**src/rtl/credit_sender.sv**
```systemverilog
// ---------------------------------------------------------------------------
// credit_sender
//   Credit-gated round-robin packet sender feeding a downstream queue through
//   a one-entry output register. One credit is held per downstream slot, one
//   is spent per committed packet, and one is regained per credit_return
//   pulse, so the downstream queue cannot overflow.
//
// Ports
//   clk             : clock, rising edge
//   rst             : synchronous active-high reset
//   src_valid       : per-source packet valid             [NUM_SRC]
//   src_data        : per-source packets, source i at [i*PACKET_WIDTH +: PACKET_WIDTH]
//   src_ready       : one-hot/zero accept strobe (combinational)
//   pkt_valid       : output register holds a packet (queue enq_valid)
//   pkt_data        : output register contents (queue enq_data)
//   pkt_ready       : downstream accepts (queue enq_ready)
//   credit_return   : one-cycle pulse, one downstream slot freed
//   credit_count    : current credit count
//   grant_idx       : index of the last source loaded
//   credit_overflow : sticky, a return arrived with credits already full
// ---------------------------------------------------------------------------
module credit_sender #(
    parameter int unsigned PACKET_WIDTH = 128,
    parameter int unsigned NUM_SRC      = 4,
    parameter int unsigned CREDITS      = 8,
    localparam int unsigned CW          = $clog2(CREDITS + 1),
    localparam int unsigned IW          = $clog2(NUM_SRC)
) (
    input  logic                            clk,
    input  logic                            rst,
    input  logic [NUM_SRC-1:0]              src_valid,
    input  logic [NUM_SRC*PACKET_WIDTH-1:0] src_data,
    output logic [NUM_SRC-1:0]              src_ready,
    output logic                            pkt_valid,
    output logic [PACKET_WIDTH-1:0]         pkt_data,
    input  logic                            pkt_ready,
    input  logic                            credit_return,
    output logic [CW-1:0]                   credit_count,
    output logic [IW-1:0]                   grant_idx,
    output logic                            credit_overflow
);

    // Output register occupancy
    typedef enum logic {
        ST_EMPTY = 1'b0,
        ST_FULL  = 1'b1
    } state_t;

    state_t                  r_state;
    state_t                  w_state_nxt;

    logic [PACKET_WIDTH-1:0] r_pkt_data;
    logic [IW-1:0]           r_grant_idx;
    logic [IW-1:0]           r_rr_ptr;
    logic [CW-1:0]           r_credit_count;
    logic                    r_credit_overflow;

    logic                    w_drain;
    logic                    w_free;
    logic                    w_has_credit;
    logic                    w_found;
    logic [IW-1:0]           w_winner;
    logic [IW-1:0]           w_rr_nxt;
    logic                    w_load;
    logic [PACKET_WIDTH-1:0] w_sel_data;
    logic [CW-1:0]           w_credit_nxt;
    logic                    w_ovf_set;

    // (base + ofs) mod NUM_SRC for ofs < NUM_SRC; valid for non-power-of-two counts
    function automatic logic [IW-1:0] wrap_idx(input logic [IW-1:0] base,
                                               input int unsigned   ofs);
        int unsigned s;
        s = 32'(base) + ofs;
        if (s >= NUM_SRC) begin
            s = s - NUM_SRC;
        end
        return IW'(s);
    endfunction

    // Handshake qualifiers
    assign w_drain      = (r_state == ST_FULL) & pkt_ready;
    assign w_free       = (r_state == ST_EMPTY) | w_drain;
    assign w_has_credit = (r_credit_count != '0);

    // Round-robin search: first requester at or after the priority pointer
    always_comb begin
        w_found  = 1'b0;
        w_winner = '0;
        for (int unsigned k = 0; k < NUM_SRC; k++) begin
            if (!w_found && src_valid[wrap_idx(r_rr_ptr, k)]) begin
                w_found  = 1'b1;
                w_winner = wrap_idx(r_rr_ptr, k);
            end
        end
    end

    // Only the registered count gates a load; a same-cycle return cannot help
    assign w_load    = ~rst & w_free & w_has_credit & w_found;
    assign src_ready = w_load ? (NUM_SRC'(1) << w_winner) : '0;

    assign w_rr_nxt  = (w_winner == IW'(NUM_SRC - 1)) ? '0 : (w_winner + IW'(1));

    // Winner data mux
    always_comb begin
        w_sel_data = '0;
        for (int unsigned i = 0; i < NUM_SRC; i++) begin
            if (IW'(i) == w_winner) begin
                w_sel_data = src_data[i*PACKET_WIDTH +: PACKET_WIDTH];
            end
        end
    end

    // Credit arithmetic: load spends, return refunds, saturate at CREDITS
    always_comb begin
        w_credit_nxt = r_credit_count;
        w_ovf_set    = 1'b0;
        unique case ({w_load, credit_return})
            2'b10: w_credit_nxt = r_credit_count - CW'(1);
            2'b01: begin
                if (r_credit_count == CW'(CREDITS)) begin
                    w_ovf_set = 1'b1;
                end else begin
                    w_credit_nxt = r_credit_count + CW'(1);
                end
            end
            default: w_credit_nxt = r_credit_count;
        endcase
    end

    // Occupancy next-state
    always_comb begin
        w_state_nxt = r_state;
        unique case (r_state)
            ST_EMPTY: begin
                if (w_load) begin
                    w_state_nxt = ST_FULL;
                end
            end
            ST_FULL: begin
                if (w_drain && !w_load) begin
                    w_state_nxt = ST_EMPTY;
                end
            end
            default: w_state_nxt = ST_EMPTY;
        endcase
    end

    // Occupancy state register
    always_ff @(posedge clk) begin
        if (rst) begin
            r_state <= ST_EMPTY;
        end else begin
            r_state <= w_state_nxt;
        end
    end

    // Datapath, arbitration pointer and credit registers
    always_ff @(posedge clk) begin
        if (rst) begin
            r_pkt_data        <= '0;
            r_grant_idx       <= '0;
            r_rr_ptr          <= '0;
            r_credit_count    <= CW'(CREDITS);
            r_credit_overflow <= 1'b0;
        end else begin
            if (w_load) begin
                r_pkt_data  <= w_sel_data;
                r_grant_idx <= w_winner;
                r_rr_ptr    <= w_rr_nxt;
            end
            r_credit_count <= w_credit_nxt;
            if (w_ovf_set) begin
                r_credit_overflow <= 1'b1;
            end
        end
    end

    assign pkt_valid       = (r_state == ST_FULL);
    assign pkt_data        = r_pkt_data;
    assign grant_idx       = r_grant_idx;
    assign credit_count    = r_credit_count;
    assign credit_overflow = r_credit_overflow;

endmodule

```
**config.mk**
```make
export PLATFORM = sky130hd
export DESIGN_NAME = credit_sender
export DESIGN_NICKNAME = d
export VERILOG_FILES = /design/src/rtl/credit_sender.sv
export SDC_FILE = /design/constraint.sdc
export NUM_CORES = 1
export LEC_CHECK = 0
export CORE_AREA = 10 10 246 248
export DETAILED_ROUTE_END_ITERATION = 8
export DIE_AREA = 0 0 256 258
export PLACE_DENSITY_LB_ADDON = 0.3
export SETUP_SLACK_MARGIN = 0.02
export SKIP_CTS_REPAIR_TIMING = 1
export SLEW_MARGIN = 20
export SYNTH_ARGS = -nofsm -noshare
export SYNTH_HDL_FRONTEND = slang
export SYNTH_SLANG_ARGS = --single-unit
```
**constraint.sdc**
```tcl
create_clock -name clk -period 5.47 [get_ports clk]
set_input_delay 1.094 -clock clk [delete_from_list [all_inputs] [get_ports clk]]
set_output_delay 1.094 -clock clk [all_outputs]
set_load 0.03 [all_outputs]
```
# Word level (Yosys, flattened, before mapping)
# Cells that the tools add are included.
# W data, S select, Z words.
# totals
register_bits,138
out_inout_bits,140
# op_classes
addsub,10
magnitude_cmp,8
n_eq_ne,8
n_shift,1
mux,33
bitwise,7
n_reduce_logical,12
# op_table
cell,count
$mux W128,4
$mux W2,9
$lt A2 B3 Y1 const B,4
$mux W1,12
$ge A3 B3 Y1 const B,3
$bmux W1 S2,4
$mux W4,2
$pmux W4 S2,1
$sub A2 B1 Y2 const B,4
$add A2 B2 Y3 const B,2
$add A4 B1 Y4 const B,1
$and A1 B1 Y1,4
$eq A2 B2 Y1 const A,2
$eq A2 B2 Y1 const B,2
$eq A4 B4 Y1 const B,1
$logic_and A1 B1 Y1,4
$logic_not A1 Y1,4
$reduce_bool A4 Y1,1
$shl A1 B2 Y4 const A,1
$sub A4 B1 Y4 const B,1
$add A2 B1 Y3 const B,1
$ge A2 B3 Y1 const B,1
$add A2 B1 Y2 const B,1
$eq A1 B2 Y1 const A,1
other kinds (8),9

# Longest topological paths before layout
# Gate-level depths: netlist of the first run.
# depth
ltp_word,19
depth_mapped,11
mapped_depth_nobuf,9

# Worst setup path after synthesis of the first run
# No wires, ideal clock.
# synth_timing
path_kind,in2out
start,input src_valid[3]
end,output src_ready[3]
t_arrival_ns,3.072
required_ns,4.376
setup_slack_ns,1.304
cell_stages,9
n_path_buf,3
cell_sequence,inv_1 -> a221o_1 -> a32oi_1 -> and2_1 -> ha_1 -> clkbuf_1 -> clkbuf_1 -> clkbuf_1 -> and2_1
# synth_via
elab_chain_len,14
elab_cells_between_ends,25
# synth_lines
item,line,text
"start, declared",31,"input logic [NUM_SRC-1:0] src_valid,"
$bmux W1 S2,90,"if (!w_found && src_valid[wrap_idx(r_rr_ptr, k)]) begin"
$mux W1 (implied by the code),90,
$mux W1,90,
$logic_not A1 Y1,90,
$logic_and A1 B1 Y1,90,
$mux W1,90,
$logic_not A1 Y1,90,
$logic_and A1 B1 Y1,90,
$mux W1,90,
$logic_not A1 Y1,90,
$logic_and A1 B1 Y1,90,
$mux W2 *,90,
net w_winner[0],62,logic [IW-1:0] w_winner;
$shl A1 B2 Y4 *,99,assign src_ready = w_load ? (NUM_SRC'(1) << w_winner) : '0;
$mux W4 *,99,
"end, declared",33,"output logic [NUM_SRC-1:0] src_ready,"
# The timed path passes the listed nets; every way through them passes the cells marked *. The select of a mux whose other input is x is not followed.

# Final worst setup path of the first run
# layout_timing
start,input src_valid[3]
end,output src_ready[1]
# Same word-level chain as after synthesis.

==> results of run 1 <==
-- metal layers --
metal | share of wire | vias to the layer above
li1 | - | 5692
met1 | 0.38 | 5672
met2 | 0.50 | 471
met3 | 0.085 | 66
met4 | 0.031 | 6
met5 | 0.00061 | -
-- stage by stage --
| step | power, mW | area, sq um |
|---|---|---|
| 2_1_floorplan | 4.75 | 9440 |
| 3_3_place_gp | 6.82 | 16600 |
| 3_5_place_dp | 6.86 | 16600 |
| 4_1_cts | 8.23 | 17300 |
| 5_1_grt | 8.62 | 17300 |
| 6_report | 8.11 | 17300 |
-- area by class of cell --
cell class / count / area, sq um / area share
antenna: 1 / 2.50 / 0.000145
clock buffer: 19 / 453 / 0.0262
clock inverter: 12 / 173 / 0.0100
inverter: 7 / 28.8 / 0.00167
multi-input combinational: 962 / 6150 / 0.356
sequential: 138 / 2760 / 0.160
tap: 756 / 946 / 0.0548
timing repair buffer: 672 / 6760 / 0.391
-- sequential cells by signal, indices dropped and copies added, names as in the netlist --
| signal | flops |
|---|---|
| credit_count | 4 |
| credit_overflow | 1 |
| grant_idx | 2 |
| pkt_data | 128 |
| pkt_valid | 1 |
| r_rr_ptr | 2 |
-- layout by cell type (no fill, tap or decap), types with 4 or more instances in the layout --
| cell type | n |
|---|---|
| a221oi_1 | 128 |
| clkdlybuf4s50_1 | 659 |
| buf_4 | 8 |
| o311a_1 | 128 |
| dfxtp_1 | 138 |
| and2_1 | 5 |
| and3_1 | 6 |
| bufinv_16 | 4 |
| a21oi_1 | 133 |
| nand3_1 | 4 |
| nor2_1 | 131 |
| inv_1 | 5 |
| clkinv_2 | 4 |
| nor2b_1 | 257 |
| nand2_1 | 133 |
| buf_12 | 5 |
| ha_4 | 4 |
| clkbuf_16 | 17 |
| o21ai_0 | 6 |
-- worst max-delay path by stage --
stage,depth (start not counted),slack (ps),from,endpoint
final,8,680,src_valid[3],src_ready[1]
after CTS,8,690,src_valid[3],src_ready[1]
after floorplan,9,1300,src_valid[3],src_ready[3]
after global routing,8,620,src_valid[3],src_ready[1]
after detailed placement,8,700,src_valid[3],src_ready[1]
after global placement,8,740,src_valid[3],src_ready[1]
-- cells by family after synthesis --
| kind of cell | synth area share |
|---|---|
| fa+ha+maj | 0.0101 |
| simple gates | 0.292 |
| compound gates | 0.339 |
| xor+xnor | 0.00186 |
| buf+inv | 0.0627 |
| flops | 0.293 |
| mux | 0.00212 |
-- worst register-to-register path: cells and delay by family (launching register included) --
family,cells,cell delay [ps]
flops,1,350
simple gates,3,530
buf+inv,3,1150
fa+ha+maj,1,190
compound gates,4,1190
-- report_power, final --
group / switching, mW / internal, mW / leakage [nW]
logic: 2.94 / 2.14 / 4.82
clock network: 0.529 / 0.781 / 0.305
registers: 0.261 / 1.45 / 1.16
total: 3.73 / 4.37 / 6.29
==> results.yml, run 1 <==
critical_path:
  critPathSlowestCell: "clkdlybuf4s50_1"
  crit_type: "in2out"
  path_max_fanout: 4
  worstPathCellList: "clkdlybuf4s50_1 > inv_1 > a221o_1 > a32oi_1 > and2_1 > ha_4 > and2_1 > clkdlybuf4s50_1"
  slowest_delay_ps: 660
  critical_path.top_delay_family: "buffers and inverters"
  reg2regPathDepth: 11
  worstPathArrival_ps: 3690
  rr_endpoint: "pkt_data[124]"
  critPathRequiredTime_ps: 4380
  rr_startpoint: "r_rr_ptr[0]"
  path_buf_inv: 3
  r2r_setup_slack_ps: 1940
  end_kind: "output pin"
  start_kind: "input port"
synthesis:
  synth-edff-count: 0
  synth_commonest_cells: "nor2b_1, dfxtp_1, a21oi_1, nand2_1, nor2_1"
  synth.most_common_cell: "nor2b_1"
  synth_ff_type: "dfxtp_1"
  syn_nets: 1779
  postSynth.asyncResetShare: 0
  synth_top_area_frac: 0.293
  synth_seq_cells: 138
  syn-cell-area_sq_um: 9440
  ys_seq_area_frac: 0.293
  synth_area_leader_cell: "dfxtp_1"
  synth_cell_types: 35
  yosysWarnings: 0
  synth_area_per_cell_sq_um: 7.54
  syn_inst: 1252
  synth_area_leaders: "dfxtp_1, nor2b_1, o311a_1"
global_route:
  top_usage_layer: "met2"
  grt_overflow: 0
  antenna_found_initial: 4
  use_met1: 0.172
  grt_pass1_wl_microns: 81000
  grt_pass1_vias: 12325
  grt_max_degree: 257
  gr-usage-all-layers: 0.161
  met2_usage: 0.278
  grt_use_met3: 0.0655
place:
  dpl.hpwl_microns: 41700
  dp.cells: 2535
  place_ws_ps: 700
  gp_congestion: 0.896
  portBuffers: 659
timing:
  tns_ps: 0
  fin_worst_skew_ps: 11.3
  setup_slack_ps: 685
  relSlewSlack: -0.0923
  max_freq_mhz: 209
  final-hold-violation-count: 0
  whs_ps: 480
  setup_viol: 0
  drv_slew: 95
  period_minus_slack_ps: 4790
  rsz0062_at_grt: "no"
  tightest_slew_ps: 1640
  min_period_over_period: 0.875
floorplan:
  die_h_microns: 258
  num_rows: 87
  core_area_sq_um: 55700
  dieArea_sq_um: 66000
  start_util: 0.169
  fp.dieW_microns: 256
  ios: 660
cts:
  clock_path_buffers: 2
  cts.clk_slew.worst_paths_ps: 60
  numClockSinks: 138
  htreeDepth: 4
  cts_buffers: 17
  clock_latency_ps: 470
  cts_tree: "done"
  cts-root-buf: "clkbuf_16"
power:
  vdd_drop_max_mv: 0.592
  p_leak_nw: 6.29
  power_density_nw_per_um2: 469
run_status:
  violations: "slew limit"
  status: "finished, violations left"
route:
  vias_per_cell: 4.64
  drcViolationCount: 0
  antenna_left: 0
  vias: 11907
  drt-initial-drc-count: 615
  finalWirelength_microns: 55700
  wire_per_inst_microns: 21.7
  dr.pass1.iters: 4
worst_hold_path:
  hold_path_depth: 2
  hp-class: "reg2reg"
  min_from: "credit_overflow"
  min_to: "credit_overflow"
finish:
  num-fill-cells: 6058
  fin_cells: 2567
  fin_util: 0.310
  drive_gt1_frac: 0.0287
  nets: 2325
  area.growth.synth_to_final_pct: 82.9
flow_run:
  drv_cap: 0
(Power assumes the default switching activity.)
==> run 2: changes to the inputs <==
- ABC_AREA: default -> 1
- CORE_AREA: 10 10 246 248 -> 10 10 251 253
- DIE_AREA: 0 0 256 258 -> 0 0 261 263
- TNS_END_PERCENT: default -> 100
==> run 2 against run 1 <==
Register-to-register slack worse by 150 ps. Wire length rose by 2.2%. Die area rose by 3.9%. Sequential cell count is the same. First-iteration DRC count rose by 21%. Synthesized area up 4.8%. The run now ends clean. Utilization is 0.70 points lower. Clock skew down 0.65 ps.
==> results.yml, run 2 <==
critical_path:
  crit_type: "in2out"
  critPathRequiredTime_ps: 4380
  start_kind: "input port"
  slowest_delay_ps: 740
  reg2regPathDepth: 15
  end_kind: "output pin"
  worstPathCellList: "clkdlybuf4s50_1 > inv_1 > nand2_1 > nand3_1 > o21a_1 > nor2_1 > nor2_1 > xor2_1 > inv_1 > nand2_1 > inv_1 > ha_1 > inv_6 > nor2_1 > clkdlybuf4s50_1"
  path_buf_inv: 6
  path_max_fanout: 4
  critical_path.top_delay_family: "buffers and inverters"
  worst-path-stages: 15
  worstPathArrival_ps: 3840
  critPathSlowestCell: "clkdlybuf4s50_1"
cts:
  cts.clk_slew.worst_paths_ps: 70
  cts_buffers: 17
  cts-root-buf: "clkbuf_16"
  clock_path_buffers: 2
  numClockSinks: 138
  cts_tree: "done"
  htreeDepth: 4
  clock_latency_ps: 460
global_route:
  grt_pass1_wl_microns: 80900
  gr-usage-all-layers: 0.157
  grt_pass1_vias: 12538
  grt_max_degree: 143
  antenna_found_initial: 8
  grt_overflow: 0
route:
  wire_per_inst_microns: 20.6
  antenna_left: 0
  finalWirelength_microns: 57000
  dr.pass1.iters: 5
  drt-initial-drc-count: 747
  drcViolationCount: 0
  vias: 12292
  vias_per_cell: 4.44
place:
  place_ws_ps: 550
  dp.cells: 2734
  dpl.hpwl_microns: 45000
  gp_congestion: 0.853
  dpl-instance-area_sq_um: 17000
  portBuffers: 659
floorplan:
  dieArea_sq_um: 68600
  ios: 660
  start_util: 0.170
  num_rows: 89
  die_h_microns: 263
  fp.dieW_microns: 261
  core_area_sq_um: 58200
timing:
  setup_slack_ps: 538
  tns_ps: 0
  min_period_over_period: 0.902
  fin_worst_skew_ps: 10.6
  final-hold-violation-count: 0
  rsz0062_at_grt: "no"
  setup_viol: 0
  tightest_slew_ps: 1040
  period_minus_slack_ps: 4930
  relSlewSlack: 0.306
  drv_slew: 0
  max_freq_mhz: 203
  whs_ps: 467
synthesis:
  synth_fa_ha_area_frac: 0.00961
  ys_seq_area_frac: 0.279
  synth_ff_type: "dfxtp_1"
  synth_mux_area_frac: 0
  synthSimpleGateAreaFrac: 0.318
  yosysWarnings: 0
  synth_area_leader_cell: "dfxtp_1"
  synth_top_family_by_area: "simple AND/OR/NAND/NOR gates"
  synth-compound-area-share: 0.303
  synth_area_leaders: "dfxtp_1, o21ai_0, nand2_1"
  synth_top_area_frac: 0.279
  syn_inst: 1428
  synth_xor_area_frac: 0.00177
  synth_cell_types: 34
  synth.most_common_cell: "nand2_1"
  synth_commonest_cells: "nand2_1, o21ai_0, nand3_1, dfxtp_1, a21oi_1"
  synth_seq_cells: 138
  syn_nets: 1955
  synth_area_per_cell_sq_um: 6.93
  postSynth.asyncResetShare: 0
  synth-edff-count: 0
  syn-cell-area_sq_um: 9890
power:
  switching_share: 0.568
  clkPwrFrac: 0.097
  pwr-share-comb: 0.781
  seqPwrFrac: 0.122
  switchingPower_mw: 7.77
  vdd_drop_max_mv: 0.782
  total_power_mw: 13.7
  p_leak_nw: 6.85
  intPower_mw: 5.92
  power_density_nw_per_um2: 776
worst_hold_path:
  hold_path_depth: 2
  hp-class: "reg2reg"
finish:
  layout.cells.most_common: "clkdlybuf4s50_1"
  largest_register_ffs: 128
  fin_cells: 2766
  fin_util: 0.303
  num-fill-cells: 6252
  mostFrequentLayoutCells: "clkdlybuf4s50_1, nand2_1, o21ai_0"
  nets: 2507
  finish.instance_area_sq_um: 17600
  area.growth.synth_to_final_pct: 78.3
  drive_gt1_frac: 0.137
run_status:
  status: "completed"
flow_run:
  drv_cap: 0
==> run 2: changes by cell type in the layout (fill, tap and decap cells not counted), sizes merged, moves of 118 or more <==
| cell | delta |
|---|---|
| o21ai | +380 |
| nand3 | +262 |
| nor2b | -257 |
| nand2 | +171 |
| a221oi | -129 |
| o311a | -128 |
| nor2 | -118 |
==> run 2: kinds of logic after synthesis <==
kind of cell	Yosys count
and+or+nand+nor	591
AOI/OAI and AO/OA	522
buffers and inverters	168
DFF	138
adders and majority gates	7
xor gates and xnor gates	2
==> run 2: power by group through the flow <==
| stage | combinational [mW] | sequential (mW) | clock [mW] |
|---|---|---|---|
| after global routing | 11.9 | 1.72 | 1.41 |
| after detailed placement | 10.8 | 1.70 | 0 |
| after CTS | 10.8 | 1.68 | 1.38 |
| after floorplan | 6.64 | 2.34 | 0 |
| after global placement | 10.7 | 1.68 | 0 |
| final | 10.7 | 1.68 | 1.32 |
==> run 2: worst paths after layout <==
kind / from / to / slack, ps
setup / recovery: src_valid[3] / src_ready[3] / 540
hold / removal: credit_overflow / credit_overflow / 470
setup reg to reg: r_rr_ptr[0] / pkt_data[90] / 1790
hold reg to reg: credit_overflow / credit_overflow / 470
==> run 2: layer usage <==
metal / vias up / track usage / part of all wire
met5: - / 0 / 0.00047
met4: 4 / 0.0497 / 0.023
met3: 59 / 0.0667 / 0.11
met2: 553 / 0.271 / 0.49
met1: 5577 / 0.169 / 0.38
li1: 6099 / - / -
==> run 2: cell type report <==
class	count	area, sq um	area share
Timing Repair Buffer	675	6850	0.388
Multi-Input combinational cell	1122	6300	0.357
Sequential cell	138	2760	0.157
Tap cell	773	967	0.0548
Clock buffer	18	429	0.0243
Clock inverter	13	219	0.0124
Inverter	26	115	0.00653
Antenna cell	1	2.50	0.000142
==> run 2: worst reg2reg max path: stages, from the launching register on <==
cell	delay (ps)
dfxtp_1	500
nand2_1	180
nand3_1	120
o21a_1	230
nor2_1	70
nor2_1	120
xor2_1	220
inv_1	60
nand2_1	190
inv_1	130
ha_1	260
inv_6	60
buf_4	350
buf_4	650
o21ai_0	320
o21ai_2	150
